File: src/rtl/uart_pkg.sv
// Shared UART definitions: receiver FSM states, parity modes and small bit helpers.
package uart_pkg;

    typedef enum logic [2:0] {
        ST_IDLE   = 3'd0,
        ST_START  = 3'd1,
        ST_DATA   = 3'd2,
        ST_PARITY = 3'd3,
        ST_STOP   = 3'd4,
        ST_BREAK  = 3'd5
    } uart_rx_state_e;

    localparam logic [1:0] PARITY_NONE = 2'd0;
    localparam logic [1:0] PARITY_ODD  = 2'd1;
    localparam logic [1:0] PARITY_EVEN = 2'd2;

    function automatic logic maj3(input logic [2:0] v);
        return (v[0] & v[1]) | (v[0] & v[2]) | (v[1] & v[2]);
    endfunction

    // xor_all is the XOR of data bits and the received parity bit
    function automatic logic parity_error(input logic [1:0] mode, input logic xor_all);
        logic err;
        case (mode)
            PARITY_EVEN: err = xor_all;
            PARITY_ODD:  err = ~xor_all;
            default:     err = 1'b0;
        endcase
        return err;
    endfunction

endpackage

File: src/rtl/uart_rx_sync.sv
// Two-flop synchroniser for an asynchronous idle-high serial line plus a registered
// falling-edge pulse. Flops reset to 1 so reset release never looks like a start edge.
module uart_rx_sync (
    input  logic clk,
    input  logic rst_n,
    input  logic rx_in,
    output logic rx_sync,
    output logic fall
);

    logic [1:0] sync_r;
    logic       fall_r;

    // Synchroniser chain and edge-detect flop
    always_ff @(posedge clk or negedge rst_n) begin
        if (!rst_n) begin
            sync_r <= 2'b11;
            fall_r <= 1'b0;
        end else begin
            sync_r <= {sync_r[0], rx_in};
            fall_r <= sync_r[1] & ~sync_r[0];
        end
    end

    assign rx_sync = sync_r[1];
    assign fall    = fall_r;

endmodule

File: src/rtl/uart_rx_param.sv
// Parametrised UART receiver with false-start rejection and parity/frame error flags.
// Define UART_RX_MAJORITY_EN to decide each bit by a 3-sample majority around mid-bit.
module uart_rx_param
    import uart_pkg::*;
#(
    parameter int CLK_DIV   = 56,
    parameter int DATA_BITS = 8,
    parameter int PARITY    = 0,
    parameter int STOP_BITS = 1
) (
    input  logic                 s_clk,
    input  logic                 s_rst_n,
    input  logic                 uart_rx,
    output logic [DATA_BITS-1:0] rx_data,
    output logic                 po_flag,
    output logic                 parity_err,
    output logic                 frame_err,
    output logic                 busy
);

    localparam int BAUD_W  = $clog2(CLK_DIV);
    localparam int BIT_MAX = (DATA_BITS > STOP_BITS) ? DATA_BITS : STOP_BITS;
    localparam int BIT_W   = $clog2(BIT_MAX);

    localparam logic [BAUD_W-1:0] BAUD_LAST = BAUD_W'(CLK_DIV - 1);
    localparam logic [BAUD_W-1:0] BAUD_MID  = BAUD_W'(CLK_DIV / 2);
`ifdef UART_RX_MAJORITY_EN
    localparam logic [BAUD_W-1:0] BAUD_DECIDE = BAUD_W'(CLK_DIV / 2 + 1);
`else
    localparam logic [BAUD_W-1:0] BAUD_DECIDE = BAUD_W'(CLK_DIV / 2);
`endif
    localparam logic [BIT_W-1:0]  DATA_LAST   = BIT_W'(DATA_BITS - 1);
    localparam logic [BIT_W-1:0]  STOP_LAST   = BIT_W'(STOP_BITS - 1);
    localparam logic [1:0]        PARITY_MODE = 2'(PARITY);

    uart_rx_state_e       state_r, state_s;
    logic [BAUD_W-1:0]    baud_cnt_r;
    logic [BIT_W-1:0]     bit_cnt_r;
    logic [DATA_BITS-1:0] shift_r;
    logic                 par_bit_r;
    logic                 stop_err_r;
    logic [DATA_BITS-1:0] rx_data_r;
    logic                 po_flag_r;
    logic                 parity_err_r;
    logic                 frame_err_r;

    logic line_s;
    logic fall_s;
    logic bit_s;
    logic sample_s;
    logic wrap_s;
    logic load_s;
    logic shift_en_s;
    logic par_en_s;
    logic stop_en_s;
    logic baud_clr_s;
    logic bit_clr_s;
    logic bit_inc_s;

    uart_rx_sync u_sync (
        .clk     (s_clk),
        .rst_n   (s_rst_n),
        .rx_in   (uart_rx),
        .rx_sync (line_s),
        .fall    (fall_s)
    );

    assign sample_s = (baud_cnt_r == BAUD_DECIDE);
    assign wrap_s   = (baud_cnt_r == BAUD_LAST);

`ifdef UART_RX_MAJORITY_EN
    logic [1:0] early_r;

    // Capture the two samples that precede the decision point
    always_ff @(posedge s_clk or negedge s_rst_n) begin
        if (!s_rst_n) begin
            early_r <= 2'b00;
        end else if (baud_cnt_r == BAUD_MID - BAUD_W'(1) || baud_cnt_r == BAUD_MID) begin
            early_r <= {early_r[0], line_s};
        end else begin
            early_r <= early_r;
        end
    end

    assign bit_s = maj3({early_r, line_s});
`else
    assign bit_s = line_s;
`endif

    // FSM state register
    always_ff @(posedge s_clk or negedge s_rst_n) begin
        if (!s_rst_n) begin
            state_r <= ST_IDLE;
        end else begin
            state_r <= state_s;
        end
    end

    // Next-state and per-cycle control strobes
    always_comb begin
        state_s    = state_r;
        load_s     = 1'b0;
        shift_en_s = 1'b0;
        par_en_s   = 1'b0;
        stop_en_s  = 1'b0;
        baud_clr_s = 1'b0;
        bit_clr_s  = 1'b0;
        bit_inc_s  = 1'b0;
        case (state_r)
            ST_IDLE: begin
                if (fall_s) begin
                    state_s    = ST_START;
                    baud_clr_s = 1'b1;
                end else begin
                    state_s = ST_IDLE;
                end
            end
            ST_START: begin
                // A high line at mid start bit was only a glitch
                if (sample_s && bit_s) begin
                    state_s = ST_IDLE;
                end else if (wrap_s) begin
                    state_s   = ST_DATA;
                    bit_clr_s = 1'b1;
                end else begin
                    state_s = ST_START;
                end
            end
            ST_DATA: begin
                shift_en_s = sample_s;
                if (wrap_s) begin
                    if (bit_cnt_r == DATA_LAST) begin
                        bit_clr_s = 1'b1;
                        state_s   = (PARITY_MODE != PARITY_NONE) ? ST_PARITY : ST_STOP;
                    end else begin
                        bit_inc_s = 1'b1;
                    end
                end else begin
                    state_s = ST_DATA;
                end
            end
            ST_PARITY: begin
                par_en_s = sample_s;
                if (wrap_s) begin
                    state_s = ST_STOP;
                end else begin
                    state_s = ST_PARITY;
                end
            end
            ST_STOP: begin
                // Leave at the last stop sample so a start edge at bit end is never missed
                if (sample_s) begin
                    stop_en_s = 1'b1;
                    if (bit_cnt_r == STOP_LAST) begin
                        load_s  = 1'b1;
                        state_s = bit_s ? ST_IDLE : ST_BREAK;
                    end else begin
                        state_s = ST_STOP;
                    end
                end else if (wrap_s) begin
                    bit_inc_s = 1'b1;
                end else begin
                    state_s = ST_STOP;
                end
            end
            ST_BREAK: begin
                if (line_s) begin
                    state_s = ST_IDLE;
                end else begin
                    state_s = ST_BREAK;
                end
            end
            default: begin
                state_s = ST_IDLE;
            end
        endcase
    end

    // Baud counter: runs 0..CLK_DIV-1 while a frame is in progress
    always_ff @(posedge s_clk or negedge s_rst_n) begin
        if (!s_rst_n) begin
            baud_cnt_r <= '0;
        end else if (baud_clr_s || state_r == ST_IDLE || wrap_s) begin
            baud_cnt_r <= '0;
        end else begin
            baud_cnt_r <= baud_cnt_r + BAUD_W'(1);
        end
    end

    // Bit counter shared by data and stop phases
    always_ff @(posedge s_clk or negedge s_rst_n) begin
        if (!s_rst_n) begin
            bit_cnt_r <= '0;
        end else if (bit_clr_s || baud_clr_s) begin
            bit_cnt_r <= '0;
        end else if (bit_inc_s) begin
            bit_cnt_r <= bit_cnt_r + BIT_W'(1);
        end else begin
            bit_cnt_r <= bit_cnt_r;
        end
    end

    // Data shift register (LSB first), parity bit and sticky stop-bit error
    always_ff @(posedge s_clk or negedge s_rst_n) begin
        if (!s_rst_n) begin
            shift_r    <= '0;
            par_bit_r  <= 1'b0;
            stop_err_r <= 1'b0;
        end else begin
            if (shift_en_s) begin
                shift_r <= {bit_s, shift_r[DATA_BITS-1:1]};
            end else begin
                shift_r <= shift_r;
            end
            if (par_en_s) begin
                par_bit_r <= bit_s;
            end else begin
                par_bit_r <= par_bit_r;
            end
            if (baud_clr_s) begin
                stop_err_r <= 1'b0;
            end else if (stop_en_s && !bit_s) begin
                stop_err_r <= 1'b1;
            end else begin
                stop_err_r <= stop_err_r;
            end
        end
    end

    // Output registers, updated once per completed frame
    always_ff @(posedge s_clk or negedge s_rst_n) begin
        if (!s_rst_n) begin
            rx_data_r    <= '0;
            po_flag_r    <= 1'b0;
            parity_err_r <= 1'b0;
            frame_err_r  <= 1'b0;
        end else begin
            po_flag_r <= load_s;
            if (load_s) begin
                rx_data_r    <= shift_r;
                parity_err_r <= parity_error(PARITY_MODE, ^{shift_r, par_bit_r});
                frame_err_r  <= stop_err_r | ~bit_s;
            end else begin
                rx_data_r    <= rx_data_r;
                parity_err_r <= parity_err_r;
                frame_err_r  <= frame_err_r;
            end
        end
    end

    assign rx_data    = rx_data_r;
    assign po_flag    = po_flag_r;
    assign parity_err = parity_err_r;
    assign frame_err  = frame_err_r;
    assign busy       = (state_r != ST_IDLE);

endmodule

File: config.mk
export PLATFORM = sky130hd
export DESIGN_NAME = uart_rx_param
export DESIGN_NICKNAME = d
export VERILOG_FILES = /design/src/rtl/uart_pkg.sv /design/src/rtl/uart_rx_sync.sv /design/src/rtl/uart_rx_param.sv
export SDC_FILE = /design/constraint.sdc
export NUM_CORES = 1
export LEC_CHECK = 0
export CAP_MARGIN = 30
export CORE_MARGIN = 1
export CORE_UTILIZATION = 52
export DETAILED_ROUTE_END_ITERATION = 8
export HOLD_SLACK_MARGIN = 0.15
export PLACE_DENSITY_LB_ADDON = 0.1
export SLEW_MARGIN = 30
export SYNTH_ARGS = -nofsm -noshare
export SYNTH_HDL_FRONTEND = slang
export SYNTH_SLANG_ARGS = --single-unit
File: constraint.sdc
create_clock -name s_clk -period 3.8 [get_ports s_clk]
set_clock_uncertainty 0.05 [all_clocks]
set_input_delay 0.95 -clock s_clk [delete_from_list [all_inputs] [get_ports s_clk]]
set_output_delay 0.95 -clock s_clk [all_outputs]
set_load 0.02 [all_outputs]
## Yosys cells after proc, flatten, opt, wreduce, memory -nomap -nowiden

Index checks and enable logic that the tools add are counted.

| word-level totals | value |
|---|---|
| flip-flop bits (word level) | 34 |
| input bits | 3 |
| word-level logic and storage cells | 71 |
| output and inout bits | 12 |

| cells by class | value |
|---|---|
| mux-type cells | 33 |
| add/subtract/negate cells | 2 |
| equality and inequality tests | 10 |
| reduce and logical (&&, ||, !) cells | 12 |
| bitwise logic cells | 4 |

Operator list:

| kind | number |
|---|---|
| $mux W3 | 9 |
| $mux W1 | 18 |
| $pmux W3 S6 | 1 |
| $eq A3 B3 Y1 const B | 3 |
| $add A6 B1 Y6 const B | 1 |
| $eq A3 B2 Y1 const B | 2 |
| $eq A6 B5 Y1 const B | 1 |
| $eq A6 B6 Y1 const B | 1 |
| $logic_not A3 Y1 | 2 |
| $mux W6 | 1 |
| $ne A3 B3 Y1 const B | 2 |
| $mux W2 | 2 |
| $pmux W1 S2 | 2 |
| $reduce_bool A2 Y1 | 2 |
| $add A3 B1 Y3 const B | 1 |
| $eq A3 B1 Y1 const B | 1 |
| $logic_or A1 B1 Y1 | 3 |
| $reduce_bool A3 Y1 | 1 |
| $logic_and A1 B1 Y1 | 2 |
| $not A1 Y1 | 2 |
| $reduce_and A2 Y1 | 1 |
| $and A1 B1 Y1 | 1 |
| $logic_not A1 Y1 | 1 |
| $or A1 B1 Y1 | 1 |

## Logic depth before layout (Yosys ltp)

| logic depth | value |
|---|---|
| depth after elaboration | 6 |
| gate-level depth with buffers | 7 |
| depth with buffers taken out | 6 |

## Modules after synthesis

From an unflattened synthesis, not the netlist that was laid out.

| second synthesis, totals | value |
|---|---|
| cells, all modules | 133 |
| area total of the unflattened synthesis | 1622.8 um^2 |

By module, submodules not included:

| module | cells each | times used | area each (um^2) |
|---|---|---|---|
| uart_rx_param | 129 | 1 | 1531.5 |
| uart_rx_sync | 4 | 1 | 91.3 |

## Least setup slack after synthesis

Ideal clock, no wire load.

| timing path | value |
|---|---|
| kind | register to output |
| start | register state_r[0] |
| end | output port busy |
| arrival time | 899 ps |
| slack | 1901 ps |
| path buffers | 1 |
| data required time | 2800 ps |
| cell stages (with the launch flop) | 4 |
| cells stage by stage | dfrtp_1 clkbuf_1 nor2_1 nand2_1 |

| on the way | value |
|---|---|
| cells in the longest elaborated chain, start to end | 1 |

Ends and longest elaborated chain:

| element | line | source |
|---|---|---|
| start: declaration | uart_rx_param.sv:36 | `uart_rx_state_e state_r, state_s;` |
| start signal: assignment | uart_rx_param.sv:95 | `state_r <= state_s;` |
| $reduce_bool A3 Y1 | uart_rx_param.sv:255 | `assign busy = (state_r != ST_IDLE);` |
| end: declaration | uart_rx_param.sv:18 | `output logic busy` |

Every way passes these cells.

## Final worst setup path

Same ends and word-level chain as after synthesis.

==> summary.md <==
| Metric | Value |
|---|---|
| Status | finished with violations |
| Violated checks | DRC |
| Worst r2r src | baud_cnt_r[0] |
| Post-synthesis simple-gate area fraction | ~15% |
| Critical path required time | 2800 ps |
| Layout cells sized above 1 | between 20% and 30% |
| Vias per std cell | around 5.5 |
| Die height | approximately 58 µm |
| Synth Area in Compound Gates | under 10% |
| Core area | approximately 2900 µm² |
| Critical path's slowest cell | clkdlybuf4s50_1 |
| Post-synth top area cell | dfrtp_1 |
| Max-slew violations | 0 |
| Largest family of logic cells by synthesized area | simple AND/OR/NAND/NOR gates |
| Die Wd | between 50 and 60 µm |
| First-pass GRT wire length | 4750 µm |
| Critical path arrival | between 1500 and 2000 ps |
| CP top delay family | buffers and inverters |
| Multi-input logic area | 692 µm² |
| Max_slew headroom | between 60 and 70% |
| Top-Level Pins | 15 |
| Root buf cell | clkbuf_4 |
| Port Buffer Count | 13 |
| Mapped Nets | approximately 140 |
| Die Area | roughly 3300 µm² |
| Most common library cells after synthesis | dfrtp_1 (32), nor2_1 (13), mux2_2 (8), mux2_4 (8) |
| Post-route cell area | 1800 µm² |
| Worst R2R Path Depth | 6 |
| WHS Path Cells | 0 |
| Pwr dens | between 400 and 500 nW/µm² |
| Fill cells | roughly 240 |
| Ys async rst share | 100% |
| Avg Inst Size Synth | about 12 µm² |
| WS Path Type | flop to output pin |
| Most used DFF post-synth | dfrtp_1 |
| Reg area | between 800 and 900 µm² |
| Worst skew pair latency | roughly 320 ps |
| Post-Synth Adder-Cell Area | 3.89% |
| Clock tree buffer depth | 2 |
| Startpoint Class | flop |
| CP bufs+invs | 1 |
| Initial antenna violation count | 0 |
| Initial drt markers | 19 |
| Clock tree from TritonCTS | yes |
| Worst vdd ir | approximately 0.00029 V |
| Count leader, synth | dfrtp_1 |
| P_leak | 0.868 nW |
| Sum Neg Setup Slack | 0 ps |
| Worst reg2reg path endpoint | shift_r[7] |
| Final Core Density | between 60% and 70% |
| Crit path time final | about 2800 ps |
| # Post-CTS Setup Buffers | 0 |
| # DRC | 1 |
| Cts bufs inserted | 5 |
| Worst reg2reg setup slack | between 1500 and 2000 ps |
| Clock transition at the registers of the reported paths | about 100 ps |
| Cells after DPL | 170 |
| TritonCTS Sinks | 34 |
| Final Non-Filler Cells | 178 |
| Multiplexer area fraction after synthesis | 14.3% |
| Worst-path fanout max | 14 |
| Post-synth top area share | around 50% |
| H-tree level count | 2 |
| Synth area leaders | dfrtp_1 (50%), mux2_4 (7.5%), mux2_2 (5.6%) |
| Post-synth cell types | 40 |
| WHS Endpoint | u_sync.sync_r[1] |
| Final period utilization | 72.5% |
| Post-synth EDFFs | 0 |
| Largest net degree at the start of global routing | 35 |
| Netlist Area Pre-Place | around 1600 µm² |
| DR pass1 iterations | 6 |
| Worst-Margin Slew | between 500 and 600 ps |
| Routed via count | about 1000 |
| Mapped Cells | ~130 |
| Worst Hold Class | flop to flop |
| Max Fclk | ~360 MHz |
| Initial Util | 56.4% |
| Cts hold-fix bufs | 0 |
| Drt total wl | roughly 2600 µm |
| Layout overhead on the synthesized area | 12.2% |
| Crit-path max cell delay | ~610 ps |
| Gr usage total | between 10% and 20% |
| # Max-Cap Violations | 0 |
| Routed WL per cell | ~15 µm |
| Final Setup Violations | 0 |
| CP endpoint kind | output pin |
| Register bit count reported by yosys | 34 |
| Total power | 0.000834 W |
| Post-synthesis xor/xnor area fraction | 2.72% |
| Total grt overflow | 0 |
| Unrepaired setup endpoints after global routing | false |
| Sequential-to-total area share from yosys stat | 53.1% |
| Fin. Hold Viols | 0 |
| Routability Congestion | between 0.8 and 0.9 |
| Final Net Count | around 150 |
| # diodes | 0 |
| Rows | 19 |
| YS warnings | 0 |
| Antenna Nets Post-Route | 0 |
| DP Area | between 1500 and 2000 µm² |
| CP cell instances | nor2_1, nand2_1, clkdlybuf4s50_1 |
| # resized after CTS | 0 |
| Detail Placement HPWL | 1890 µm |
| Number of global-route vias before repair | about 1000 |
| Hold Startpoint | u_sync.sync_r[0] |
## routing by layer
| layer | part of all wire (%) | global-route usage, % | up-vias |
|---|---|---|---|
| li1 | - | - | 485 |
| met2 | 46 | 30.6 | 11 |
| met5 | 0 | 0 | - |
| met4 | 1.6 | 8.36 | 0 |
| met1 | 49 | 25.0 | 484 |
| met3 | 3.5 | 6.12 | 5 |
## flip-flops by register name, summed over array words and instances (netlist names)
signal,flops
u_sync.sync_r,2
u_sync.fall,1
po_flag,1
rx_data,8
frame_err,1
state_r,3
bit_cnt_r,3
shift_r,8
stop_err_r,1
baud_cnt_r,6
## cell type report
type	count	area share, %
Timing Repair Buffer	14	7.63
Inverter	6	1.25
Clock inverter	1	0.277
Tap cell	31	2.15
Multi-Input combinational cell	85	38.3
Clock buffer	7	3.05
Sequential cell	34	47.3
## worst max path at each step
stage | from | endpoint | slack (ps) | cells after the start
2_1_floorplan | state_r[0] | busy | 1900 | 3
3_3_place_gp | state_r[0] | busy | 1450 | 3
3_5_place_dp | state_r[0] | busy | 1420 | 3
4_1_cts | state_r[0] | busy | 1040 | 3
5_1_grt | state_r[0] | busy | 950 | 3
6_report | state_r[0] | busy | 1050 | 3
## per-stage QoR
step	setup slack (ps)	hold slack (ps)
global route	954	328
floorplan	1900	304
finish	1050	320
global placement	1450	308
detailed placement	1420	308
CTS	1040	323
## placed cells by master, fill, tap and decap left out, types with 3 or more instances in the layout
cell type,n
nor2_1,13
dfrtp_1,32
nand2_1,5
mux2_2,8
inv_1,6
a21oi_1,6
ha_1,5
clkdlybuf4s50_1,13
mux2_4,8
nand3_1,4
xor2_1,3
clkbuf_4,5
## kinds of logic (layout without fill, tap and decap cells)
group           Yosys count  in the layout
mux                      18             18
flops                    34             34
fa+ha+maj                 5              5
other cells               1              1
xor+xnor                  5              5
simple gates             41             41
compound gates           15             15
buf+inv                  12             28
## power by group
| group | internal, W | switching (W) | total [W] |
|---|---|---|---|
| logic | 0.0000775 | 0.0000871 | 0.000165 |
| registers | 0.000404 | 0.0000635 | 0.000467 |
| clock network | 0.0000897 | 0.000112 | 0.000202 |
| total | 0.000571 | 0.000263 | 0.000834 |
Power figures use the tool's default switching activity.
